## src/rtl/systolic_operand_reader_pkg.sv

```systemverilog
// Shared widths and bank address arithmetic for the systolic operand reader.
`timescale 1ns/1ps
package systolic_operand_reader_pkg;

  function automatic int clog2_min1(input int v);
    int c;
    c = $clog2(v);
    return (c < 1) ? 1 : c;
  endfunction

  function automatic int aw_of(input int m, input int n);
    return clog2_min1(m * m / n);
  endfunction

  function automatic int cw_of(input int m);
    return clog2_min1(m);
  endfunction

  function automatic int tw_of(input int m, input int n);
    return clog2_min1(m / n);
  endfunction

  // A banks hold M/N whole rows, row-major.
  function automatic int unsigned addr_a(input int unsigned row, input int unsigned col,
                                         input int unsigned m);
    return row * m + col;
  endfunction

  // B banks hold M/N whole columns, k-major.
  function automatic int unsigned addr_b(input int unsigned row, input int unsigned col,
                                         input int unsigned m, input int unsigned n);
    return row * (m / n) + col;
  endfunction

endpackage

```

## src/rtl/systolic_operand_reader_pipe.sv

```systemverilog
// Plain shift register with asynchronous active-low clear; depth 0 is a wire.
`timescale 1ns/1ps
module systolic_operand_reader_pipe #(
  parameter int D_W   = 8,
  parameter int pipes = 1
) (
  input  logic           clk,
  input  logic           rst_n,
  input  logic [D_W-1:0] d,
  output logic [D_W-1:0] q
);

  if (pipes == 0) begin : g_wire
    logic unused_clk_rst;
    assign unused_clk_rst = clk ^ rst_n;
    assign q = d;
  end else begin : g_reg
    logic [D_W-1:0] stage [pipes];

    always_ff @(posedge clk or negedge rst_n) begin
      if (!rst_n) begin
        for (int i = 0; i < pipes; i++) stage[i] <= '0;
      end else begin
        stage[0] <= d;
        for (int i = 1; i < pipes; i++) stage[i] <= stage[i-1];
      end
    end

    assign q = stage[pipes-1];
  end

endmodule

```

## src/rtl/systolic_operand_reader.sv

```systemverilog
// Tile-schedule counters and diagonally skewed per-bank read address/enable lanes.
`timescale 1ns/1ps
module systolic_operand_reader
  import systolic_operand_reader_pkg::*;
#(
  parameter int D_W = 8,
  parameter int N   = 2,
  parameter int M   = 4,
  localparam int AW = aw_of(M, N),
  localparam int CW = cw_of(M),
  localparam int TW = tw_of(M, N)
) (
  input  logic          clk,
  input  logic          rst,
  input  logic          rd_en,
  output logic [TW-1:0] row_m0,
  output logic [CW-1:0] column_m0,
  output logic [CW-1:0] row_m1,
  output logic [TW-1:0] column_m1,
  output logic [AW-1:0] rd_addr_m0 [N],
  output logic [N-1:0]  rd_en_m0,
  output logic [AW-1:0] rd_addr_m1 [N],
  output logic [N-1:0]  rd_en_m1
);

  // Operand width only matters to the array; kept so both share one parameter set.
  localparam int unused_d_w = D_W;

  logic [TW-1:0] row_a, pass_a, col_b;
  logic [CW-1:0] col_a, row_b;
  logic          col_a_last, pass_a_last, row_a_last, row_b_last, col_b_last;
  logic          lane0_en;
  logic [AW-1:0] addr0_a, addr0_b;
  logic [AW:0]   lane_a [N];
  logic [AW:0]   lane_b [N];

  assign col_a_last  = (col_a  == CW'(M - 1));
  assign pass_a_last = (pass_a == TW'(M / N - 1));
  assign row_a_last  = (row_a  == TW'(M / N - 1));
  assign row_b_last  = (row_b  == CW'(M - 1));
  assign col_b_last  = (col_b  == TW'(M / N - 1));

  always_ff @(posedge clk or negedge rst) begin
    if (!rst) begin
      row_a  <= '0;
      pass_a <= '0;
      col_a  <= '0;
      row_b  <= '0;
      col_b  <= '0;
    end else if (rd_en) begin
      col_a <= col_a_last ? '0 : col_a + 1'b1;
      if (col_a_last) begin
        pass_a <= pass_a_last ? '0 : pass_a + 1'b1;
        if (pass_a_last) row_a <= row_a_last ? '0 : row_a + 1'b1;
      end
      row_b <= row_b_last ? '0 : row_b + 1'b1;
      if (row_b_last) col_b <= col_b_last ? '0 : col_b + 1'b1;
    end
  end

  assign row_m0    = row_a;
  assign column_m0 = col_a;
  assign row_m1    = row_b;
  assign column_m1 = col_b;

  // Gated by reset so lane 0 also reads zero while reset is held.
  assign lane0_en = rd_en & rst;
  assign addr0_a  = AW'(addr_a(32'(row_a), 32'(col_a), M));
  assign addr0_b  = AW'(addr_b(32'(row_b), 32'(col_b), M, N));

  for (genvar x = 0; x < N; x++) begin : g_lane
    systolic_operand_reader_pipe #(.D_W(AW + 1), .pipes(x)) u_pipe_a (
      .clk   (clk),
      .rst_n (rst),
      .d     ({lane0_en, addr0_a}),
      .q     (lane_a[x])
    );
    systolic_operand_reader_pipe #(.D_W(AW + 1), .pipes(x)) u_pipe_b (
      .clk   (clk),
      .rst_n (rst),
      .d     ({lane0_en, addr0_b}),
      .q     (lane_b[x])
    );
    assign rd_en_m0[x]   = lane_a[x][AW];
    assign rd_addr_m0[x] = lane_a[x][AW-1:0];
    assign rd_en_m1[x]   = lane_b[x][AW];
    assign rd_addr_m1[x] = lane_b[x][AW-1:0];
  end

endmodule

```

## config.mk

```make
export PLATFORM = sky130hd
export DESIGN_NAME = systolic_operand_reader
export DESIGN_NICKNAME = d
export VERILOG_FILES = /design/src/rtl/systolic_operand_reader_pkg.sv /design/src/rtl/systolic_operand_reader_pipe.sv /design/src/rtl/systolic_operand_reader.sv
export SDC_FILE = /design/constraint.sdc
export NUM_CORES = 1
export LEC_CHECK = 0
export ABC_AREA = 1
export BUFFER_PORTS_ARGS = -buffer_cell sky130_fd_sc_hd__buf_2
export CORE_AREA = 2 2 39 41
export DETAILED_ROUTE_END_ITERATION = 7
export DIE_AREA = 0 0 41 43
export PLACE_DENSITY_LB_ADDON = 0.3
export SETUP_SLACK_MARGIN = 0.05
export SYNTH_ARGS = -nofsm -noshare
export SYNTH_HDL_FRONTEND = slang
export SYNTH_SLANG_ARGS = --single-unit
```

## constraint.sdc

```tcl
create_clock -name clk -period 2.93 [get_ports clk]
set_input_delay 0.4395 -clock clk [delete_from_list [all_inputs] [get_ports clk]]
set_output_delay 0.4395 -clock clk [all_outputs]
set_load 0.05 [all_outputs]
```

Yosys cells after proc, flatten, opt, wreduce, memory -nomap -nowiden
Index checks and enable logic that the tools add are counted.
{"block": "word_totals", "regBits": 15, "word_cells": 25, "output_inout_bits": 22}
{"block": "op_classes", "n_reduce_logical": 3, "n_eq_ne": 2, "n_mux": 5, "n_bitwise": 1, "add_sub_neg": 7}
{"operator": "2-bit by 1-bit adder with 2-bit output, second input constant", "count": 2}
{"operator": "2-bit == test, second input constant", "count": 2}
{"operator": "2-bit 2-to-1 mux", "count": 2}
{"operator": "2-bit AND reduction", "count": 2}
{"operator": "1-bit adder, second input constant", "count": 3}
{"operator": "3-bit by 1-bit adder with 3-bit output", "count": 1}
{"operator": "3-bit by 2-bit adder with 3-bit output", "count": 1}
{"operator": "1-bit 2-to-1 mux", "count": 3}
{"operator": "3-bit AND reduction", "count": 1}
{"operator": "1-bit AND", "count": 1}

Logic depth before layout (Yosys ltp)
Gate-level depths: netlist of the first run.
{"block": "depth", "depth_word": 2, "mapped_depth": 4, "depth_no_buf": 4}

Cells and area by module
Synthesis of the first run repeated with hierarchy kept, for this count alone.
{"block": "hier_totals", "cells_unflattened": 56, "area_unflattened_um2": 599.3}
{"module": "systolic_operand_reader", "cells_per_inst": 40, "n_inst": 1, "area_each_um2": 339.1}
{"module": "systolic_operand_reader_pipe (g_lane[1].u_pipe_a ...)", "cells_per_inst": 4, "n_inst": 2, "area_each_um2": 100.1}
{"module": "systolic_operand_reader_pipe (g_lane[0].u_pipe_a ...)", "cells_per_inst": 4, "n_inst": 2, "area_each_um2": 30.0}

Least setup slack after synthesis of the first run
Ideal clock, no wire load.
{"block": "synth_timing", "path_type": "flip-flop to output port", "startpoint": "register row_b[0] (netlist: row_m1[0])", "endpoint": "output port row_m1[0]", "stages_incl_launch_ff": 2, "path_buffers": 1, "arrival_time_ns": 0.959, "setup_slack_ns": 1.532, "path_cell_list": "dfrtp_1 -> buf_4"}
{"element": "start: declaration", "line": "systolic_operand_reader.sv:30", "text": "logic [CW-1:0] col_a, row_b;"}
{"element": "start signal: assignment", "line": "systolic_operand_reader.sv:56", "text": "row_b <= row_b_last ? '0 : row_b + 1'b1;"}
{"element": "end: declaration", "line": "systolic_operand_reader.sv:18", "text": "output logic [CW-1:0] row_m1,"}
No word-level cell between the ends.

Worst setup path in the final report of the first run
{"block": "layout_timing", "startpoint": "input port rst", "endpoint": "output port rd_en_m0[0]"}
{"block": "layout_between", "elab_chain_len": 1}
{"element": "start: declaration", "line": "systolic_operand_reader.sv:14", "text": "input logic rst,"}
{"element": "1-bit AND", "line": "systolic_operand_reader.sv:67", "text": "assign lane0_en = rd_en & rst;"}
{"element": "end: declaration", "line": "systolic_operand_reader.sv:21", "text": "output logic [N-1:0] rd_en_m0,"}
No other way between the ends.

==> Implementation_results.wiki, run 1 <==
{| class="wikitable"
! Metric !! Value
|-
| Highest net fanout along the worst path || 15
|-
| DP HPWL || 585 um
|-
| Final count of hold timing violations || 0
|-
| Finished layout cell area || 679 sq um
|-
| Buffers inserted during post-CTS setup optimization || 0
|-
| Clock Skews || ~2.2 ps
|-
| Remaining antenna violation count after routing || 0
|-
| CTS hold repair buffers || 0
|-
| Hold Path Class || in2async
|-
| I/O pin cnt || 25
|-
| TNS Setup || 0 ps
|-
| Detail-routed net length per standard cell || just under 9 um
|-
| Post-cts gate resize count || 0
|-
| Met1 wire length || between 300 and 400 um
|-
| Top cells by count, synth || nand2_1 (20), dfrtp_1 (14), buf_4 (9)
|-
| Congestion Overflow GR || 0
|-
| Diode insertion count for antenna repair || 0
|-
| Proportion of layout cells with a drive suffix above 1 || approximately two fifths
|-
| Clock latency of the later-clocked register in the worst-skew pair || 270 ps
|-
| Share of the clock period used by the worst path || between 50% and 60%
|-
| Crit path launch type || input pin
|-
| Max transition margin || between 70% and 80%
|-
| First-pass GRT wire length || ~1.2 mm
|-
| Final Critical Period || ~1600 ps
|-
| Setup Slack @ Placement || roughly 1300 ps
|-
| Post-synthesis sequential area ratio || roughly three fifths
|-
| Count of yosys warnings during synthesis || 0
|-
| Number of antenna violations at the first check in global routing || 0
|-
| TritonCTS clock tree || done
|-
| Via count of the first global-routing pass || 279
|-
| Crit path required time || approximately 2500 ps
|-
| Predominant post-synthesis flop cell || dfrtp_1
|-
| Top sig layer || met4
|-
| Flip-flop and latch count after synthesis || 14
|-
| Yosys top cell by area || dfrtp_1
|-
| Total of max-cap violations || 0
|-
| Async S/R FF share, synth || between 90% and 100%
|-
| Detailed router's first-iteration violation count || 2
|-
| Final number of setup-violating endpoints || 0
|-
| Clock root cell || clkbuf_4
|-
| Count of H-tree levels built during CTS || 1
|-
| Number of enable flip-flop cells after synthesis || 0
|-
| Clk pin slew, worst setup/hold paths || roughly 80 ps
|-
| Area added between synthesis and finish || 16.8%
|-
| Met3 Wirelength || 49 um
|-
| Maximum number of pins on one net before global-route repair || 16
|-
| Number of I/O port buffers || 24
|-
| Num CTS Buffers || 3
|-
| Total nets after synthesis || between 60 and 70
|-
| Post-route DRC || 0
|-
| GRT Resource Usage Total || under 10%
|-
| Die Width || just over 40 um
|-
| Die extent in y || roughly 43 um
|-
| Category of the critical setup timing path || in2out
|-
| Kind of end point of the critical path || output port
|-
| Synth Cell Area || about 580 sq um
|-
| FP Rows || 14
|-
| Number of buffers on the longest clock path || 2
|-
| Cell count after synthesis || 56
|-
| Area post-placement || about 640 sq um
|-
| Count of pins over their slew limit || 0
|-
| Via density per instance || 4.17
|-
| Peak clock frequency supported by timing || roughly 630 MHz
|-
| Number of sinks on the clock net || 14
|-
| Area of the die || about 0.0018 sq mm
|-
| Setup repair after global routing missed its margin || false
|-
| Final #Nets || 80
|-
| Final weighted congestion in routability-driven placement || between 0.6 and 0.7
|-
| Result of the run || finished, final reports clean
|-
| Area contributors post-synth || dfrtp_1 (60%), nand2_1 (13%), buf_4 (12%)
|-
| Area share of the largest cell type after synthesis || about three fifths
|-
| Area inside the core boundary || 0.00138 sq mm
|-
| Initial core utilization || 42.0%
|-
| CP Data Arrival Time || roughly 1200 ps
|-
| Mean cell area of the mapped netlist || roughly 10 sq um
|-
| Number of iterations in the first detailed-routing pass || 3
|-
| Pin slew with the least headroom to its limit || between 300 and 400 ps
|-
| Worst setup margin || 1340 ps
|-
| Vias || ~380
|-
| Final routed wirelength across all metal layers || 805 um
|-
| Most numerous cell in the Yosys netlist || nand2_1
|-
| Wire length on met2 || between 300 and 400 um
|-
| Number of distinct library cells after synthesis || 11
|}
layout make-up:
cell class,instances,area (sq um)
fillers,140,704
flip-flops and latches,14,350
multi-input cells,28,138
repair buffers,24,120
clock buffers,4,36.3
well taps,16,20.0
inverters,4,15.0
worst paths after layout:
| check | from | endpoint | slack [ps] | depth (start not counted) |
|---|---|---|---|---|
| min in group clk | column_m1 | g_lane[1].u_pipe_b.q[0] | 430 | 0 |
| max in group asynchronous | rst | g_lane[1].u_pipe_a.q[1] | 2650 | 1 |
| hold reg to reg | column_m1 | g_lane[1].u_pipe_b.q[0] | 430 | 0 |
| setup / recovery | rst | rd_en_m0[0] | 1340 | 4 |
| hold / removal | rst | g_lane[1].u_pipe_b.q[0] | 50 | 1 |
| setup reg to reg | column_m0[0] | pass_a | 1870 | 4 |
sequential cells by signal (all words and copies together), names as in the netlist:
register           count
row_m1                 2
pass_a                 1
g_lane.u_pipe_a.q      4
row_m0                 1
column_m0              2
column_m1              1
g_lane.u_pipe_b.q      3
layout by cell type (no fill, tap or decap):
cell type,netlist,final
inv_1,4,4
clkbuf_8,0,1
buf_2,0,24
and2_1,1,1
nor2_1,2,2
nand3_2,1,1
nand2_1,20,20
nand4_1,1,1
dfrtp_1,14,14
ha_1,2,2
nand3b_1,1,1
clkbuf_4,0,3
cell families after synthesis:
logic type | after synthesis | synth area share (%)
and+or+nand+nor | 26 | 19.4
DFF | 14 | 60.2
buffers and inverters | 14 | 16.1
adders and majority gates | 2 | 4.30
metal layers:
metal | vias up | track usage [%]
met5 | - | 0
met2 | 14 | 12.8
met4 | 0 | 8.00
li1 | 198 | -
met1 | 161 | 13.2
met3 | 2 | 3.14
metrics by stage:
step,instances,util [%],hold slack [ps]
floorplan,56,-,144
global placement,86,46.5,347
detailed placement,86,46.5,351
CTS,90,49.1,52.0
global route,90,49.1,52.6
finish,90,49.1,49.0
worst max-delay path, cell delays in order:
cell	delay, ps
buf_2	280
nand2_1	80
inv_1	80
buf_2	260
Power of run 1 is not shown: default switching activity piles up to over one toggle a cycle in this logic, so the estimate is an artifact.
==> run 2, diff against run 1 <==
--- a/config.mk
+++ b/config.mk
@@ -7,9 +7,9 @@
 export LEC_CHECK = 0
 export ABC_AREA = 1
 export BUFFER_PORTS_ARGS = -buffer_cell sky130_fd_sc_hd__buf_2
-export CORE_AREA = 2 2 39 41
+export CORE_MARGIN = 2
+export CORE_UTILIZATION = 44
 export DETAILED_ROUTE_END_ITERATION = 7
-export DIE_AREA = 0 0 41 43
 export PLACE_DENSITY_LB_ADDON = 0.3
 export SETUP_SLACK_MARGIN = 0.05
 export SYNTH_ARGS = -nofsm -noshare
==> constraint.sdc (replaced) <==
create_clock -name clk -period 1.55 [get_ports clk]
set_input_delay 0.2325 -clock clk [delete_from_list [all_inputs] [get_ports clk]]
set_output_delay 0.2325 -clock clk [all_outputs]
set_load 0.05 [all_outputs]
==> run 2 against run 1 <==
First-iteration DRC count grew to 5.0 times the previous value. Hold slack improved by 220 ps. Cell area is 3.1% higher. Setup slack got worse by 1200 ps. Non-clock buffer count grew 2. Count of clock-buffer cells in the layout did not move. Critical path depth is 1 higher. Via count up 11%. Sequential cell count stayed put. Global-route usage grew 1.8 points. Highest routed layer unchanged.
==> Implementation_results.wiki, run 2 (synthesis gave the netlist of run 1 again) <==
{| class="wikitable"
! Metric !! Value
|-
| Result of the run || finished, final reports clean
|-
| Setup slack of the worst register-to-register path || roughly 480 ps
|-
| Final count of hold timing violations || 0
|-
| Initial core utilization || a little under half
|-
| Fillers || around 120
|-
| Crit path launch type || input pin
|-
| Area added between synthesis and finish || 20.4%
|-
| Clk pin slew, worst setup/hold paths || around 80 ps
|-
| Count of H-tree levels built during CTS || 1
|-
| Final Critical Period || roughly 1400 ps
|-
| Largest register FFs || 4
|-
| Peak clock frequency supported by timing || 690 MHz
|-
| TritonCTS clock tree || done
|-
| Highest net fanout along the worst path || 3
|-
| Most common cell after layout, fill and taps aside || buf_2
|-
| Crit path required time || between 1000 and 1500 ps
|-
| Pin slew with the least headroom to its limit || roughly 250 ps
|-
| Clock root cell || clkbuf_4
|-
| Detailed router's first-iteration violation count || 10
|-
| Worst setup margin || a little over 100 ps
|-
| Area used by multi-input combinational logic || 138 sq um
|-
| Vias || between 400 and 500
|-
| Remaining antenna violation count after routing || 0
|-
| CP Data Arrival Time || approximately 1200 ps
|-
| Final weighted congestion in routability-driven placement || just over 0.7
|-
| Final #Nets || 82
|-
| TNS Setup || 0 ps
|-
| Number of sinks on the clock net || 14
|-
| Max transition margin || a little over four fifths
|-
| Category of the critical setup timing path || in2out
|-
| Total of max-cap violations || 0
|-
| Number of buffers on the longest clock path || 2
|-
| Maximum number of pins on one net before global-route repair || 15
|-
| DP HPWL || 661 um
|-
| Detail-routed net length per standard cell || approximately 10 um
|-
| Area of the die || approximately 0.0016 sq mm
|-
| Die Width || slightly above 40 um
|-
| Congestion Overflow GR || 0
|-
| Diode insertion count for antenna repair || 0
|-
| FP Rows || 13
|-
| Setup repair after global routing missed its margin || true
|-
| Final routed wirelength across all metal layers || 893 um
|-
| Proportion of layout cells with a drive suffix above 1 || about 39%
|-
| Highest-count cells in the layout ignoring fill and taps || buf_2 (22), nand2_1 (20), dfrtp_1 (14)
|-
| Reg area || around 350 sq um
|-
| Num CTS Buffers || 3
|-
| Count of pins over their slew limit || 0
|-
| Area inside the core boundary || 0.00127 sq mm
|-
| Die extent in y || about 40 um
|-
| GRT Resource Usage Total || about an eighth
|-
| First-pass GRT wire length || ~1.2 mm
|-
| Hold Path Class || in2reg
|-
| Startpoint of the worst register-to-register path || column_m0[0]
|-
| Via density per instance || 4.59
|-
| Clock Skews || about 2.6 ps
|-
| Worst Hold Launch || rd_en
|-
| Number of iterations in the first detailed-routing pass || 4
|-
| Share of the clock period used by the worst path || between 90% and 100%
|-
| Via count of the first global-routing pass || approximately 280
|-
| Number of antenna violations at the first check in global routing || 0
|-
| Kind of end point of the critical path || output port
|-
| Number of I/O port buffers || 24
|-
| Post-route DRC || 0
|-
| I/O pin cnt || 25
|-
| Final number of setup-violating endpoints || 0
|-
| First element of the critical path || rst
|-
| Clock latency of the later-clocked register in the worst-skew pair || 280 ps
|-
| Setup Slack @ Placement || 484 ps
|}
## run 2: changes by cell type in the layout (fill, tap and decap cells not counted)
| cell | change |
|---|---|
| buf_2 | -2 |
| buf_4 | +1 |
| clkbuf_4 | +2 |
| dlygate4sd3_1 | +1 |
## run 2: timing repair
action	CTS	global route
hold buffers	1	0
endpoints found under the hold margin	14	0
setup endpoints to repair	0	2
resized for setup	0	2
setup buffers	0	0
## run 2: worst paths after layout
kind / end / cells after the start
max in group asynchronous: pass_a / 3
worst min register to register: g_lane[1].u_pipe_b.q[2] / 0
worst max register to register: pass_a / 4
worst min-delay path: column_m0[0] / 3
min in group asynchronous: g_lane[1].u_pipe_b.q[2] / 3
worst max-delay path: rd_en_m0[0] / 5
## run 2: layout make-up
class	instances	area share (%)
Sequential cell	14	50.0
Tap cell	15	2.68
Multi-Input combinational cell	28	19.6
Clock buffer	4	5.18
Timing Repair Buffer	26	20.4
Inverter	4	2.14
## run 2: per-stage QoR
stage,instances,util [%],hold slack [ps],cell area (sq um)
finish,91,55.2,273,701
global route,91,55.2,276,701
CTS,91,54.8,267,696
detailed placement,86,51.2,201,649
global placement,86,51.2,213,649
floorplan,56,-,-63.1,582
## run 2: metal layers
metal	vias up	track usage [%]	part of all wire (%)
met2	16	15.1	46
li1	202	-	-
met4	0	12.5	4.8
met3	5	3.33	6.9
met1	195	14.9	42
met5	-	0	0
## run 2: critical path, stage by stage
cell,delay [ps]
dlygate4sd3_1,520
buf_2,110
nand2_1,40
inv_1,80
clkbuf_4,230
Power of run 2 is left out for the same reason.
==> run 3, diff against run 2 <==
==> constraint.sdc (replaced) <==
create_clock -name clk -period 1.55 [get_ports clk]
set_input_delay 0.2325 -clock clk [delete_from_list [all_inputs] [get_ports clk]]
set_output_delay 0.2325 -clock clk [all_outputs]
set_load 0.01 [all_outputs]
==> run 3 against run 2 <==
Sequential cell count unchanged. Core utilization shrank 0.39 points. Global-route usage grew 2.4 points. Non-clock buffer count unchanged. Clock skew down 1.6 ps. Hold slack better by 6.6 ps. Sequential share of layout area is 0.36 points higher. Fmax is 7.1% higher. Highest routed layer unchanged.
==> Implementation_results.wiki, run 3 (synthesis gave the netlist of run 1 again) <==
{| class="wikitable"
! Metric !! Value
|-
| Setup slack of the worst register-to-register path || 480 ps
|-
| Via density per instance || roughly 4.5
|-
| Leakage power total || 0.000411 uW
|-
| Final weighted congestion in routability-driven placement || 0.703
|-
| Final Critical Period || ~1400 ps
|-
| Die Width || 40.4 um
|-
| Buffers inserted during post-CTS setup optimization || 0
|-
| Reg area || approximately 350 sq um
|-
| Die extent in y || ~40 um
|-
| Share of the clock period used by the worst path || between 80% and 90%
|-
| Cell breakdown of the critical path || dlygate4sd3_1 > buf_2 > nand2_1 > inv_1 > buf_2
|-
| RR Endpoint || pass_a
|-
| TritonCTS clock tree || done
|-
| Most common cell after layout, fill and taps aside || buf_2
|-
| Number of buffers on the longest clock path || 2
|-
| Maximum number of pins on one net before global-route repair || 15
|-
| Kind of end point of the critical path || output port
|-
| Number of I/O port buffers || 24
|-
| Slowest library cell on the worst path || dlygate4sd3_1
|-
| Vias || a little over 400
|-
| Highest-count cells in the layout ignoring fill and taps || buf_2 (24), nand2_1 (20), dfrtp_1 (14)
|-
| Final #Nets || 82
|-
| Hold Path Stages || 3
|-
| Fillers || approximately 120
|-
| CP Data Arrival Time || 1120 ps
|-
| FP Rows || 13
|-
| Pin slew with the least headroom to its limit || ~190 ps
|-
| Num CTS Buffers || 3
|-
| Bufs and invs on worst path || 4
|-
| Area used by multi-input combinational logic || between 100 and 150 sq um
|-
| Area added between synthesis and finish || 19.6%
|-
| Category of the critical setup timing path || in2out
|-
| Proportion of layout cells with a drive suffix above 1 || ~39%
|-
| Number of sinks on the clock net || 14
|-
| Delay of the slowest cell on the worst path || between 500 and 600 ps
|-
| Area inside the core boundary || around 0.0013 sq mm
|-
| Detailed router's first-iteration violation count || 4
|-
| Final count of hold timing violations || 0
|-
| Setup Slack @ Placement || between 400 and 500 ps
|-
| Highest net fanout along the worst path || 3
|-
| Crit path launch type || input pin
|-
| First-pass GRT wire length || 1.41 mm
|-
| Number of iterations in the first detailed-routing pass || 4
|-
| Worst Hold Launch || rd_en
|-
| Area of the die || around 0.0016 sq mm
|-
| Worst setup margin || 197 ps
|-
| Clock latency of the later-clocked register in the worst-skew pair || 270 ps
|-
| DP HPWL || slightly above 700 um
|-
| Clock root cell || clkbuf_4
|-
| Hold Path Class || in2reg
|-
| End of the worst hold path || row_m1[0]
|-
| GRT Resource Usage Total || roughly 14%
|-
| Most frequent cell on the critical path || buf_2
|-
| Remaining antenna violation count after routing || 0
|-
| Final number of setup-violating endpoints || 0
|-
| Via count of the first global-routing pass || around 330
|-
| Total of max-cap violations || 0
|-
| Peak clock frequency supported by timing || ~740 MHz
|-
| Largest register FFs || 4
|-
| Max transition margin || approximately 87%
|-
| Setup repair after global routing missed its margin || false
|-
| Congestion Overflow GR || 0
|-
| Crit path max-delay family || buffers and inverters
|-
| Fin Hold WS || 279 ps
|-
| I/O pin cnt || 25
|-
| Cells on worst reg2reg path || 3
|-
| Post-layout util || between 50% and 60%
|-
| CTS hold repair buffers || 1
|-
| Final routed wirelength across all metal layers || about 980 um
|-
| Clock Skews || 0.976 ps
|-
| Count of pins over their slew limit || 0
|-
| TNS Setup || 0 ps
|-
| Diode insertion count for antenna repair || 0
|-
| Maximum vdd ir drop || approximately 0.94 mV
|-
| Result of the run || finished, final reports clean
|-
| Post-cts gate resize count || 0
|-
| Count of H-tree levels built during CTS || 1
|-
| Initial core utilization || 45.9%
|-
| Sum of internal, switching and leakage power || about 1400 uW
|-
| Number of antenna violations at the first check in global routing || 0
|-
| Post-route DRC || 0
|-
| Startpoint of the worst register-to-register path || column_m0[0]
|-
| Detail-routed net length per standard cell || approximately 11 um
|-
| Crit path required time || between 1000 and 1500 ps
|-
| Clk pin slew, worst setup/hold paths || about 90 ps
|-
| Pwr Density || about 2000 mW/mm^2
|}
## run 3: cell count changes in the layout (fill, tap and decap cells not counted)
| cell | before | now |
|---|---|---|
| buf_2 | 22 | 24 |
| clkbuf_4 | 5 | 3 |
## run 3: layer usage
metal  up-vias  GRT usage, %  wire (um)
li1        200             -          -
met1       188          15.1        419
met2        15          23.0        479
met3         2          6.67         68
met4         0          7.50          9
met5         -             0          0
## run 3: layout make-up
type / count / area share (%)
flip-flops and latches: 14 / 50.4
multi-input cells: 28 / 19.8
repair buffers: 26 / 19.8
well taps: 15 / 2.70
inverters: 4 / 2.16
clock buffers: 4 / 5.22
## run 3: worst min-delay path: cells and delay by family
family                 cells  cell delay [ps]
and+or+nand+nor            2              120
buffers and inverters      1              170
## run 3: report_power, final
| group | total [uW] | switching (uW) | leakage [uW] | internal [uW] |
|---|---|---|---|---|
| Combinational | 518 | 286 | 0.000219 | 232 |
| Clock | 261 | 118 | 0.0000210 | 143 |
| Sequential | 640 | 120 | 0.000171 | 519 |
## run 3: per-stage QoR
stage	area, sq um	instances
2_1_floorplan	582	56
3_5_place_dp	649	86
4_1_cts	696	91
6_report	696	91
3_3_place_gp	649	86
5_1_grt	696	91
## run 3: how the worst max path moves through the flow
stage,to,start,cells past startpoint
2_1_floorplan,pass_a,column_m0[0],4
3_3_place_gp,pass_a,column_m0[0],4
3_5_place_dp,pass_a,column_m0[0],3
4_1_cts,rd_en_m1[0],rst,5
5_1_grt,rd_en_m1[0],rst,5
6_report,rd_en_m1[0],rst,5
(Power assumes the default switching activity.)
